$ cat config.mk
export PLATFORM = sky130hd
export DESIGN_NAME = fetch_buffer_unit
export DESIGN_NICKNAME = d
export VERILOG_FILES = /design/src/rtl/fetch_buffer_unit.sv
export SDC_FILE = /design/constraint.sdc
export NUM_CORES = 1
export LEC_CHECK = 0
export BUFFER_PORTS_ARGS = -buffer_cell sky130_fd_sc_hd__buf_2
export CAP_MARGIN = 20
export CORE_MARGIN = 1.5
export CORE_UTILIZATION = 58
export CTS_CLUSTER_DIAMETER = 40
export DETAILED_ROUTE_END_ITERATION = 8
export PLACE_DENSITY = 0.87
export RECOVER_POWER = 100
export SLEW_MARGIN = 5
export SYNTH_ARGS = -nofsm -noshare
export SYNTH_HDL_FRONTEND = slang
export SYNTH_SLANG_ARGS = --single-unit
$ cat constraint.sdc
create_clock -name clk -period 8.07 [get_ports clk]
set_input_delay 0 -clock clk [delete_from_list [all_inputs] [get_ports clk]]
set_output_delay 0 -clock clk [all_outputs]
set_load 0.05 [all_outputs]
$ cat src/rtl/fetch_buffer_unit.sv
// Fetch stage: PC, in-order imem requests with credit control, show-ahead instruction buffer
// with I/S immediate pre-select. Optional `FETCH_MISALIGN_CHECK_EN adds misalign_err.
module fetch_buffer_unit #(
  parameter logic [31:0] RESET_PC = 32'h0000_0000,
  parameter int          DEPTH    = 2
) (
  input  logic        clk,
  input  logic        rst,
  output logic        imem_req_valid,
  input  logic        imem_req_ready,
  output logic [31:0] imem_req_addr,
  input  logic        imem_rsp_valid,
  input  logic [31:0] imem_rsp_data,
  input  logic        redirect_valid,
  input  logic [31:0] redirect_pc,
  output logic        instr_valid,
  input  logic        instr_ready,
  output logic [31:0] instr_out,
  output logic [31:0] instr_pc,
  output logic [11:0] imm_field,
  output logic        imm_src
`ifdef FETCH_MISALIGN_CHECK_EN
  ,
  output logic        misalign_err
`endif
);

  // state | meaning
  // HOLD  | no requests: first cycle after reset, or parked after a misaligned redirect
  // FETCH | normal fetching
  // DRAIN | fetching while responses issued before a redirect are dropped
  typedef enum logic [1:0] {HOLD = 2'd0, FETCH = 2'd1, DRAIN = 2'd2} state_t;

  localparam int AW  = $clog2(DEPTH);
  localparam int CW  = AW + 1;
  localparam int CW1 = CW + 1;
  localparam logic [CW:0] LIMIT = CW1'(DEPTH);

  state_t          state_q, state_d;
  logic [31:0]     pc_q;
  logic [CW-1:0]   count_q, outst_q, discard_q, discard_d;
  logic [AW-1:0]   f_wr_q, f_rd_q, p_wr_q, p_rd_q;
  logic [31:0]     f_data_q [DEPTH];
  logic [31:0]     f_pc_q   [DEPTH];
  logic [31:0]     pq_q     [DEPTH];

  logic req_fire, rsp_ok, push, pop, misalign, hold_lock;

`ifdef FETCH_MISALIGN_CHECK_EN
  logic err_q;
  assign misalign     = redirect_valid && (redirect_pc[1:0] != 2'b00);
  assign hold_lock    = err_q;
  assign misalign_err = err_q;

  always_ff @(posedge clk or posedge rst) begin
    if (rst) err_q <= 1'b0;
    else if (redirect_valid) err_q <= misalign;
  end
`else
  assign misalign  = 1'b0;
  assign hold_lock = 1'b0;
`endif

  // Credit covers both buffered entries and in-flight (including to-be-discarded) requests.
  assign imem_req_valid = (state_q != HOLD) && !redirect_valid &&
                          (({1'b0, count_q} + {1'b0, outst_q}) < LIMIT);
  assign imem_req_addr  = pc_q;
  assign req_fire       = imem_req_valid && imem_req_ready;
  assign rsp_ok         = imem_rsp_valid && (outst_q != '0);
  assign push           = rsp_ok && (discard_q == '0) && !redirect_valid;
  assign pop            = instr_valid && instr_ready && !redirect_valid;

  always_comb begin
    discard_d = discard_q;
    if (redirect_valid) discard_d = outst_q - CW'(rsp_ok);
    else if (rsp_ok && (discard_q != '0)) discard_d = discard_q - CW'(1);

    state_d = state_q;
    if (redirect_valid) begin
      if (misalign) state_d = HOLD;
      else if (discard_d != '0) state_d = DRAIN;
      else state_d = FETCH;
    end else begin
      case (state_q)
        HOLD:    if (!hold_lock) state_d = FETCH;
        DRAIN:   if (discard_d == '0) state_d = FETCH;
        default: state_d = state_q;
      endcase
    end
  end

  always_ff @(posedge clk or posedge rst) begin
    if (rst) begin
      state_q   <= HOLD;
      pc_q      <= RESET_PC;
      count_q   <= '0;
      outst_q   <= '0;
      discard_q <= '0;
      f_wr_q    <= '0;
      f_rd_q    <= '0;
      p_wr_q    <= '0;
      p_rd_q    <= '0;
    end else begin
      state_q   <= state_d;
      discard_q <= discard_d;
      if (req_fire) p_wr_q <= p_wr_q + AW'(1);
      if (rsp_ok) p_rd_q <= p_rd_q + AW'(1);
      if (redirect_valid) begin
        count_q <= '0;
        f_wr_q  <= '0;
        f_rd_q  <= '0;
        outst_q <= discard_d;
        if (!misalign) pc_q <= redirect_pc & ~32'h3;
      end else begin
        if (req_fire) pc_q <= pc_q + 32'd4;
        outst_q <= outst_q + CW'(req_fire) - CW'(rsp_ok);
        if (push) f_wr_q <= f_wr_q + AW'(1);
        if (pop) f_rd_q <= f_rd_q + AW'(1);
        count_q <= count_q + CW'(push) - CW'(pop);
      end
    end
  end

  // Payload storage needs no reset; outputs are masked while the buffer is empty.
  always_ff @(posedge clk) begin
    if (push) begin
      f_data_q[f_wr_q] <= imem_rsp_data;
      f_pc_q[f_wr_q]   <= pq_q[p_rd_q];
    end
    if (req_fire) pq_q[p_wr_q] <= pc_q;
  end

  assign instr_valid = (count_q != '0);
  assign instr_out   = instr_valid ? f_data_q[f_rd_q] : 32'h0;
  assign instr_pc    = instr_valid ? f_pc_q[f_rd_q] : 32'h0;
  assign imm_src     = (instr_out[6:0] == 7'b0100011);
  assign imm_field   = imm_src ? {instr_out[31:25], instr_out[11:7]} : instr_out[31:20];

endmodule

; Yosys cells after proc, flatten, opt, wreduce, memory -nomap -nowiden
; Memories as Yosys holds them, arrays and structs flattened.
; Cells that the tools add are included.
[classes]
reduce_logical = 23
n_lt_le_gt_ge = 1
mul = 0
bitwise_logic = 0
n_mux = 21
div_mod_pow = 0
n_eq_ne = 3
shift = 0
add_sub_neg = 12
[op_table]
columns = operator, n
row1 = $mux W32, 4
row2 = $add A32 B3 Y32 const B, 1
row3 = $reduce_bool A2 Y1, 8
row4 = $mux W2, 7
row5 = $logic_and A1 B1 Y1, 9
row6 = $mux W1, 8
row7 = $eq A7 B6 Y1 const B, 1
row8 = $logic_not A2 Y1, 3
row9 = $sub A2 B1 Y2, 3
row10 = $mux W5, 1
row11 = $add A1 B1 Y1 const B, 4
row12 = $add A2 B1 Y2, 2
row13 = $pmux W2 S2, 1
row14 = $add A2 B2 Y3, 1
row15 = $lt A3 B2 Y1 const B, 1
row16 = $ne A3 B3 Y1 const B, 1
row17 = $reduce_bool A3 Y1, 1
row18 = $eq A2 B2 Y1 const B, 1
row19 = $reduce_and A2 Y1, 1
row20 = $sub A2 B1 Y2 const B, 1
row21 = $logic_not A1 Y1, 1
[word_totals]
word_cells = 72
mem_bits_ro = 0
mem_count = 3
input_bits = 70
reg_bits = 44
output_inout_bits = 111
ramBits = 192
latch_bits = 0
[memory_table]
columns = name, depth, word_bits, rd, rd_ports_with_merged_regs, write_ports, line
row1 = f_data_q, 2, 32, 1, 0, 1, 43  ; logic [31:0] f_data_q [DEPTH];
row2 = f_pc_q, 2, 32, 1, 0, 1, 44  ; logic [31:0] f_pc_q [DEPTH];
row3 = pq_q, 2, 32, 1, 0, 1, 45  ; logic [31:0] pq_q [DEPTH];

; Depth between registers and ports, before layout
[depth]
ltp_word = 9
depth_mapped = 12
ltp_nobuf = 11

; Least setup slack after synthesis
; OpenSTA, ideal clock, no wires.
[synth_timing]
kind = register to register
from = register outst_q[1]
to = memory f_data_q[0][0], enable pin
stages_incl_launch_ff = 5
arrival_time_ns = 3.443
path_buffers = 0
setup_time_ns = 0.482
required_time_ns = 7.588
path_slack_ns = 4.145
synth_period_minus_slack_ns = 3.925
path_cell_list = dfrtp_1 -> o21ai_0 -> inv_1 -> nand3_1 -> nor2_1
[synth_between]
elab_chain_len = 6
[synth_rtl]
columns = element, line
row1 = "start, declared", 41  ; logic [CW-1:0] count_q, outst_q, discard_q, discard_d;
row2 = "start signal, assigned", 112  ; outst_q <= discard_d;
row3 = "start signal, assigned", 116  ; outst_q <= outst_q + CW'(req_fire) - CW'(rsp_ok);
row4 = $reduce_bool A2 Y1, 69  ; assign rsp_ok = imem_rsp_valid && (outst_q != '0);
row5 = $logic_and A1 B1 Y1, 69
row6 = via rsp_ok, 47  ; logic req_fire, rsp_ok, push, pop, misalign, hold_lock;
row7 = $logic_and A1 B1 Y1 (2 in series), 70  ; assign push = rsp_ok && (discard_q == '0) && !redirect_valid;
row8 = $mux W1, 126  ; if (push) begin
row9 = $mux W1 (not written as such), 127  ; f_data_q[f_wr_q] <= imem_rsp_data;
row10 = "end, declared", 43
; The timed path passes the listed nets, and every way through them passes these cells.

; Worst setup path after layout
[layout_timing]
from = register count_q[1]
to = output imm_field[2]
[layout_between]
elab_chain_len = 4
[layout_rtl]
columns = element, line
row1 = "start, declared", 41
row2 = "start signal, assigned", 119  ; count_q <= count_q + CW'(push) - CW'(pop);
row3 = $reduce_bool A2 Y1 *, 133  ; assign instr_valid = (count_q != '0);
row4 = $mux W32 *, 134  ; assign instr_out = instr_valid ? f_data_q[f_rd_q] : 32'h0;
row5 = $eq A7 B6 Y1, 136  ; assign imm_src = (instr_out[6:0] == 7'b0100011);
row6 = $mux W5 *, 137  ; assign imm_field = imm_src ? {instr_out[31:25], instr_out[11:7]} : instr_out[31:20];
row7 = "end, declared", 20  ; output logic [11:0] imm_field,
; Mark *: on every way between the ends. The rest lies on a longest branch, timed or not.

==> results.toml <==
[clock_network]
insertion_delay_ns = 0.53
post_cts_resized = 0
cts_setup_buffers = 0
clock-root-buffer = "clkbuf_16"
cts_buffer_depth = 3
clkTransAtPathRegs_ns = 0.06
cts_sinks = 226
cts-htree-levels = 1
cts_tree = "done"
numCtsBuffers = 29
ctsHoldBuffers = 65

[global_route]
grt_use_total_pct = 25.26
grt_pass1_vias = 6373
antenna_found_initial = 0
grt_pass1_wl_um = 32780
grt_overflow_total = 0
grt_max_degree = 65

[floorplanning]
die_h_um = 131.1
ios = 181
num_rows = 46
start_util_pct = 59.68
core_um2 = 15940
die-width_um = 131.1
dieArea_um2 = 17180

[critical_path]
cp_top_family = "buffers and inverters"
crit_buf_inv = 2
r2r_start = "count_q[0]"
path_class = "flip-flop to output port"
path_depth = 7
critPathMaxStageDelay_ns = 2.18
crit_top_cell = "clkbuf_1"
startpoint = "count_q[1]"
reg2regPathDepth = 8
cp_cell_sequence = "nor2_4 > clkbuf_1 > nor2_1 > or4_1 > nor4_4 > mux2_2 > clkbuf_1"
worstPathMaxFanout = 64
crit_arrival_ns = 5.30
endpoint_kind = "output port"
required_ns = 8.07
critPathSlowestCell = "clkbuf_1"
start_kind = "flip-flop"

[power]
seqPwrFrac_pct = 40.7
clockPowerShare_pct = 33.9
p_int_mw = 2.501
p_leak_nw = 4.207
irDropWorstVdd_mv = 0.2156
comb_power_share_pct = 25.3
powerDensity_nw_per_um2 = 318.4
switching_share_pct = 34.53
power_switching_mw = 1.319

[yosys]
ys.warnings.count = 0
ys.flop_type = "edfxtp_1"
synth-seq-cells = 226
syn_area_per_cell_um2 = 14.33
synth_edf_count = 184
post_synth_num_cell_types = 56
async_reset_ff_share_pct = 18.58
seq_area_frac_synth_pct = 69.12
syn-instance-count = 664
syn_area_um2 = 9514

[placed_design]
post-place-ws_ns = 4.774
port_buffers = 174
gp_congestion = 0.8745
place_hpwl_um = 12910

[drt]
wl_um = 21790
wl_per_cell_um = 19.02
drcViolationCount = 0
ant_nets = 0
wl_met3_um = 1638
routed.top_layer = "met4"
first_pass_iters = 6
wl_met2_um = 10880
drtIter0Drc = 566
met1Wirelength_um = 8676
viasPerCell = 5.668
vias = 6495

[timing]
tns_ns = 0
timing.final.ws_setup_ns = 2.768
max_slew.worst_pin.slew_ns = 3.136
fmax_ghz = 0.1886
rsz0062_at_grt = "no"
timing.slew.headroom_pct = -109.0
period_minus_slack_ns = 5.302
slew_viol_final = 214
period_share_pct = 65.70
final-hold-violation-count = 0
setup_viol = 0
clock_skew_ns = 0.01549

[final_layout]
drive_gt1_share_pct = 12.58
n_fill_cell = 1011
diodes = 0
layout_commonest_cell = "edfxtp_1"
layout_common_cells = "edfxtp_1 (184), clkbuf_1 (137), nor2_1 (83)"
nets = 986
area_delta_synth_final_pct = 26.11

[hold_path]
min_from = "redirect_valid"
hold_class = "primary input to flip-flop"
hold_path_depth = 2

[flow_run]
cap_violations = 4

[status]
violations = "max-capacitance violations, max-slew violations"
status = "complete, but fails checks"
==> Yosys cell counts (9+ instances only) <==
| cell type | instances | area (um^2) |
|---|---|---|
| a21oi_1 | 9 | 45.04 |
| nand3_1 | 19 | 95.09 |
| mux2i_1 | 64 | 640.6 |
| clkbuf_1 | 10 | 37.54 |
| mux2_2 | 36 | 405.4 |
| buf_1 | 13 | 48.80 |
| nand2_1 | 43 | 161.4 |
| buf_4 | 11 | 82.58 |
| edfxtp_1 | 184 | 5525 |
| inv_1 | 13 | 48.80 |
| xnor2_1 | 10 | 87.58 |
| o21ai_0 | 25 | 125.1 |
| nor2_1 | 83 | 311.6 |
| dfrtp_1 | 42 | 1051 |
==> layout make-up <==
class / count / area (um^2) / area share, %
clock buffer: 29 / 725.7 / 6.049
clock inverter: 24 / 277.8 / 2.315
inverter: 15 / 56.30 / 0.4693
multi-input combinational: 387 / 2683 / 22.36
sequential: 226 / 6580 / 54.84
tap: 216 / 270.3 / 2.253
timing repair buffer: 249 / 1405 / 11.71
==> final timing paths <==
check | to | slack [ns]
worst min register to register | p_wr_q | 0.52
worst max register to register | pq_q[0][30] | 2.87
worst max-delay path | imm_field[2] | 2.77
worst min-delay path | count_q[1] | 0.12
min in group asynchronous | imem_req_addr[14] | 0.88
max in group asynchronous | f_rd_q | 5.56
==> state kept, by name (all words and copies together), names as in the netlist <==
signal         count
f_data_q          64
f_pc_q            60
pq_q              60
imem_req_addr     30
count_q            2
discard_q          2
outst_q            2
state_q            2
f_rd_q             1
f_wr_q             1
p_rd_q             1
p_wr_q             1
==> power by group through the flow <==
| stage | Clock [mW] | Sequential, mW | Combinational [mW] |
|---|---|---|---|
| floorplan | 0 | 1.62 | 0.682 |
| global route | 1.36 | 1.57 | 1.04 |
| global placement | 0 | 1.56 | 0.946 |
| CTS | 1.31 | 1.55 | 1.01 |
| detailed placement | 0 | 1.57 | 0.973 |
| finish | 1.30 | 1.56 | 0.968 |
==> stage by stage <==
step / total power, mW / instance area, um^2 / cells / hold slack [ns] / utilization (%)
after floorplan: 2.300 / 9525 / 667 / 0.09887 / -
after global placement: 2.506 / 10560 / 1027 / 0.1660 / 66.21
after detailed placement: 2.544 / 10560 / 1028 / 0.1782 / 66.25
after CTS: 3.867 / 12220 / 1146 / 0.09011 / 76.63
after global routing: 3.970 / 12000 / 1146 / 0.1551 / 75.26
final: 3.820 / 12000 / 1146 / 0.1235 / 75.26
==> kinds of logic (layout without fill, tap and decap cells) <==
kind of cell / after synthesis / in the layout / share of synthesized area [%]
buffers and inverters: 54 / 317 / 2.696
flip-flops: 226 / 226 / 69.12
adder cells (fa/ha/maj): 8 / 8 / 1.131
AO/OA/AOI/OAI: 67 / 67 / 4.669
AND/OR/NAND/NOR: 192 / 192 / 9.876
multiplexers: 100 / 100 / 10.99
other: 1 / 4 / 0.03942
XOR/XNOR: 16 / 16 / 1.473
==> metal layers <==
metal / up-vias / GRT usage, %
met2: 304 / 43.27
met1: 3177 / 32.23
met4: 0 / 10.67
met3: 48 / 4.140
li1: 2966 / -
met5: - / 0
No activity file was read; power rests on OpenSTA's default activity.
